## src/rtl/mem_spi_drain.sv

```systemverilog
// Drains LEN bytes from a byte buffer (address 0 upward) out over a mode-0 SPI master port.
// Optional MISO receive path is enabled by defining MISO_CAPTURE_EN.
module mem_spi_drain #(
    parameter int unsigned CLK_DIV = 4,
    parameter int unsigned DEPTH   = 32
) (
    input  logic       CLK,
    input  logic       RESET,
    input  logic       START,
    input  logic [5:0] LEN,
    input  logic       ABORT,
    input  logic [7:0] BYTEIN,
    output logic [4:0] ADDR,
    output logic       READ,
    output logic       SCLK,
    output logic       MOSI,
    output logic       CS_N,
    output logic       BUSY,
`ifdef MISO_CAPTURE_EN
    input  logic       MISO,
    output logic [7:0] RXBYTE,
    output logic       RXVALID,
`endif
    output logic       DONE
);

    typedef enum logic [2:0] {
        StIdle, StFetch, StStrobe, StLatch, StShift, StFinish
    } state_e;

    localparam logic [7:0] DivLast  = 8'(CLK_DIV - 1);
    localparam logic [5:0] DepthLen = 6'(DEPTH);
    localparam logic [4:0] IdxLast  = 5'(DEPTH - 1);

    state_e     state_q, state_d;
    logic [5:0] cnt_q, cnt_d;
    logic [4:0] idx_q, idx_d;
    logic [7:0] sh_q, sh_d;
    logic [7:0] div_q, div_d;
    logic [3:0] half_q, half_d;   // SCLK half-period index; odd = high phase
    logic       busy_q, busy_d;
    logic       done_q, done_d;

    always_ff @(posedge CLK or posedge RESET) begin
        if (RESET) begin
            state_q <= StIdle;
            cnt_q   <= '0;
            idx_q   <= '0;
            sh_q    <= '0;
            div_q   <= '0;
            half_q  <= '0;
            busy_q  <= 1'b0;
            done_q  <= 1'b0;
        end else begin
            state_q <= state_d;
            cnt_q   <= cnt_d;
            idx_q   <= idx_d;
            sh_q    <= sh_d;
            div_q   <= div_d;
            half_q  <= half_d;
            busy_q  <= busy_d;
            done_q  <= done_d;
        end
    end

    always_comb begin
        state_d = state_q;
        cnt_d   = cnt_q;
        idx_d   = idx_q;
        sh_d    = sh_q;
        div_d   = div_q;
        half_d  = half_q;
        busy_d  = busy_q;
        done_d  = 1'b0;

        unique case (state_q)
            StIdle: begin
                if (busy_q) begin
                    // Single BUSY cycle of a zero-length transfer
                    busy_d = 1'b0;
                end else if (START) begin
                    busy_d = 1'b1;
                    idx_d  = '0;
                    cnt_d  = (LEN > DepthLen) ? DepthLen : LEN;
                    if (LEN == 6'd0) begin
                        done_d = 1'b1;
                    end else begin
                        state_d = StFetch;
                    end
                end
            end
            StFetch:  state_d = StStrobe;
            StStrobe: state_d = StLatch;
            StLatch: begin
                sh_d    = BYTEIN;
                div_d   = '0;
                half_d  = '0;
                state_d = StShift;
            end
            StShift: begin
                if (div_q == DivLast) begin
                    div_d = '0;
                    if (half_q == 4'd15) begin
                        cnt_d = cnt_q - 6'd1;
                        if (cnt_q != 6'd1) begin
                            idx_d   = (idx_q == IdxLast) ? 5'd0 : idx_q + 5'd1;
                            state_d = StFetch;
                        end else begin
                            state_d = StFinish;
                        end
                    end else begin
                        half_d = half_q + 4'd1;
                        // End of a high phase: next bit appears on the falling edge
                        if (half_q[0]) begin
                            sh_d = {sh_q[6:0], 1'b0};
                        end
                    end
                end else begin
                    div_d = div_q + 8'd1;
                end
            end
            StFinish: begin
                if (div_q == DivLast) begin
                    div_d   = '0;
                    busy_d  = 1'b0;
                    done_d  = 1'b1;
                    state_d = StIdle;
                end else begin
                    div_d = div_q + 8'd1;
                end
            end
            default: state_d = StIdle;
        endcase

        // Abort is ignored in IDLE and must not restart an ongoing FINISH
        if (ABORT && (state_q != StIdle) && (state_q != StFinish)) begin
            state_d = StFinish;
            div_d   = '0;
        end
    end

    assign ADDR = idx_q;
    assign READ = (state_q == StStrobe);
    assign SCLK = (state_q == StShift) && half_q[0];
    assign MOSI = (state_q == StLatch) ? BYTEIN[7] : sh_q[7];
    assign CS_N = (state_q == StIdle);
    assign BUSY = busy_q;
    assign DONE = done_q;

`ifdef MISO_CAPTURE_EN
    logic [7:0] rx_sh_q;
    logic [7:0] rxbyte_q;
    logic       rxvalid_q;
    logic       sclk_rise;

    // SCLK goes high on this edge unless the abort pulls the state into FINISH
    assign sclk_rise = (state_q == StShift) && !half_q[0] && (div_q == DivLast) && !ABORT;

    always_ff @(posedge CLK or posedge RESET) begin
        if (RESET) begin
            rx_sh_q   <= '0;
            rxbyte_q  <= '0;
            rxvalid_q <= 1'b0;
        end else begin
            rxvalid_q <= 1'b0;
            if (sclk_rise) begin
                rx_sh_q <= {rx_sh_q[6:0], MISO};
                if (half_q == 4'd14) begin
                    rxbyte_q  <= {rx_sh_q[6:0], MISO};
                    rxvalid_q <= 1'b1;
                end
            end
        end
    end

    assign RXBYTE  = rxbyte_q;
    assign RXVALID = rxvalid_q;
`endif

endmodule

```

## config.mk

```make
export PLATFORM = sky130hd
export DESIGN_NAME = mem_spi_drain
export DESIGN_NICKNAME = d
export VERILOG_FILES = /design/src/rtl/mem_spi_drain.sv
export SDC_FILE = /design/constraint.sdc
export NUM_CORES = 1
export LEC_CHECK = 0
export ABC_CLOCK_PERIOD_IN_PS = 2350
export BUFFER_PORTS_ARGS = -buffer_cell sky130_fd_sc_hd__buf_2
export CORE_AREA = 2 2 64 66
export DETAILED_ROUTE_END_ITERATION = 7
export DIE_AREA = 0 0 66 68
export PLACE_DENSITY = 0.77
export SYNTH_ARGS = -nofsm -noshare
export SYNTH_HDL_FRONTEND = slang
export SYNTH_SLANG_ARGS = --single-unit
```

## constraint.sdc

```tcl
create_clock -name CLK -period 2.35 [get_ports CLK]
set_input_delay 0.3525 -clock CLK [delete_from_list [all_inputs] [get_ports CLK]]
set_output_delay 0.3525 -clock CLK [all_outputs]
set_load 0.01 [all_outputs]
```

==> flow_summary.yaml <==
run_status:
  status: "complete, no violations"
synthesis:
  syn_nets: 269
  async_reset_ff_frac: 1.00
  synth_area_um2: 2080
  postSynthAreaPerCell_um2: 8.50
  synth-seq-cells: 36
  yosys_warnings: 0
  ys.flop_type: "dfrtp_1"
  syn_inst: 245
  synth-edff-count: 0
  ys_seq_area_frac: 0.432
  synth_cell_types: 43
finish:
  syn_to_final_growth_pct: 16.9
  diodes: 0
  final_cell_area_um2: 2430
  layout.nets: 304
  final_cells: 331
  nFillCells: 337
  drive_above_1_share: 0.203
global_route:
  grt_pass1_wl_um: 7500
  grt_use_met3: 0.0559
  grt.busiest_layer: "met2"
  antenna_found_initial: 0
  grt_usage: 0.216
  grt_max_degree: 37
  grt_use_met2: 0.345
  use_met1: 0.295
  overflow: 0
  first_global_vias: 1662
die:
  die_w_um: 66
  die_area_um2: 4490
  core_um2: 3860
  pin_count: 29
  floorplan.initialDensity: 0.540
  die_y_um: 68
  core.rowCount: 23
drt:
  vias_per_cell: 5.62
  num_vias: 1860
  firstDrtPassIters: 4
  dr.first_iter.drc_count: 101
  wl_per_cell_um: 13.1
  drt-total-wl_um: 4350
  ant_nets: 0
  route.detailed.drc: 0
sta:
  finalHoldViolations: 0
  maxSlewHeadroom: 0.660
  finClkSkew_ns: 0.00771
  rsz0062_at_grt: "false"
  holdWs_ns: 0.146
  finalSetupViolations: 0
  period_share: 0.961
  max_freq_mhz: 443
  fin_setup_tns_ns: 0
  slew_viol_final: 0
  period_minus_slack_ns: 2.26
  worst_slew_pin_slew_ns: 0.510
critical_path:
  cp-end-kind: "flip-flop"
  critPathLaunchType: "flip-flop"
  crit_arrival_ns: 2.44
  crit_type: "reg -> reg"
  cp_data_required_time_ns: 2.53
  cp_max_fo: 5
power_and_ir_drop:
  p_leak_nw: 1.12
  power_density_nw_per_um2: 1030
  irDropWorstVdd_v: 0.000588
clock_tree:
  cts_tree: "built"
  clock_latency_ns: 0.28
  path_clk_slew_ns: 0.07
  cts_root_buf: "clkbuf_8"
  postCtsHoldBufs: 0
  cts_buffers: 5
  htree_levels: 2
  cts_max_path_buffers: 2
  cts.sink_count: 36
worst_hold_path:
  hold_class: "in -> async"
placed_design:
  dpl_cell_area_um2: 2320
  dp.cells: 322
  port_buffers: 28
  place.gp.congestion: 0.784
  dp_hpwl_um: 3100
run:
  drv_cap: 0
-- sequential cells by signal, summed over array words and instances (netlist names) --
name / cells
ADDR: 5
sh_q: 8
div_q: 8
DONE: 1
state_q: 3
half_q: 4
cnt_q: 6
BUSY: 1
-- kinds of logic after synthesis --
| kind of cell | synth area share |
|---|---|
| flip-flops | 0.432 |
| XOR/XNOR | 0.0210 |
| AO/OA/AOI/OAI | 0.211 |
| AND/OR/NAND/NOR | 0.262 |
| adder cells (fa/ha/maj) | 0.0408 |
| buffers and inverters | 0.0324 |
-- timing repair --
action / CTS / global route
gates resized for setup: 0 / 5
buffers inserted: 0 / 1
setup endpoints to repair: 0 / 8
-- final cells by class --
type                            count  area, um^2  area share
Clock buffer                        8        90.1      0.0370
Inverter                            6        22.5     0.00925
Multi-Input combinational cell    192        1130       0.466
Sequential cell                    36         903       0.371
Tap cell                           50        62.6      0.0257
Timing Repair Buffer               39         223      0.0915
-- report_power, final --
group	internal [mW]	switching (mW)	leakage, nW
clock network	0.239	0.209	0.0455
logic	0.464	0.567	0.627
registers	0.800	0.221	0.446
-- synthesized netlist by cell type (2+ instances only) --
cell      number  area share
nand2_1       42       0.076
dfrtp_1       36        0.43
nor2_1        26       0.047
o21ai_0       23       0.055
a21oi_1       13       0.031
a31oi_1       10       0.030
clkbuf_1       8       0.014
nand3_1        8       0.019
ha_1           6       0.036
inv_1          6       0.011
nand2b_1       5       0.015
nor2b_1        4       0.012
nor3_1         4      0.0096
o211ai_1       4       0.014
a21o_1         3       0.011
a22o_1         3       0.013
and2_1         3      0.0090
and3_1         3      0.0090
buf_2          3      0.0072
nor3b_1        3       0.011
xor2_1         3       0.013
a31o_2         2      0.0084
nand3b_1       2      0.0072
nand4_1        2      0.0060
nor4_1         2      0.0060
o31ai_1        2      0.0072
or3_1          2      0.0060
xnor2_1        2      0.0084
-- cells in the final DEF (no fill, tap or decap), drive strengths merged, types with 5 or more instances in the layout --
cell / instances
nand2: 42
buf: 39
dfrtp: 36
nor2: 26
o21ai: 23
a21oi: 13
a31oi: 10
nand3: 8
clkbuf: 8
inv: 6
ha: 6
nand2b: 5
-- through the flow --
stage / power (mW) / util / worst slack (ns)
4_1_cts: 2.49 / 0.625 / 0.0445
3_3_place_gp: 1.99 / 0.602 / 0.170
5_1_grt: 2.72 / 0.631 / 0.00990
3_5_place_dp: 2.03 / 0.602 / 0.0562
2_1_floorplan: 1.72 / - / 0.202
6_report: 2.50 / 0.631 / 0.0924
-- path summary, 6_finish.rpt --
path	to	start	slack, ns	depth (start not counted)
min	cnt_q[4]	RESET	0.15	3
min in group CLK	sh_q[0]	BYTEIN[0]	0.27	3
min reg2reg	ADDR[3]	ADDR[3]	0.52	1
max	ADDR[3]	div_q[1]	0.09	6
max reg2reg	ADDR[3]	div_q[1]	0.09	6
max in group asynchronous	div_q[1]	RESET	1.83	3
-- routing by layer --
| metal | wire length (um) | vias up |
|---|---|---|
| met5 | 0 | - |
| met4 | 10 | 0 |
| met3 | 189 | 2 |
| met2 | 2150 | 37 |
| met1 | 2000 | 878 |
| li1 | - | 943 |
-- worst max-delay path: stages, from the launching register on --
cell	delay, ns
dfrtp_2	0.41
ha_4	0.15
or4b_4	0.50
nor4b_4	0.33
o221ai_2	0.15
or3_1	0.36
o31ai_1	0.26
Power figures use the tool's default switching activity.
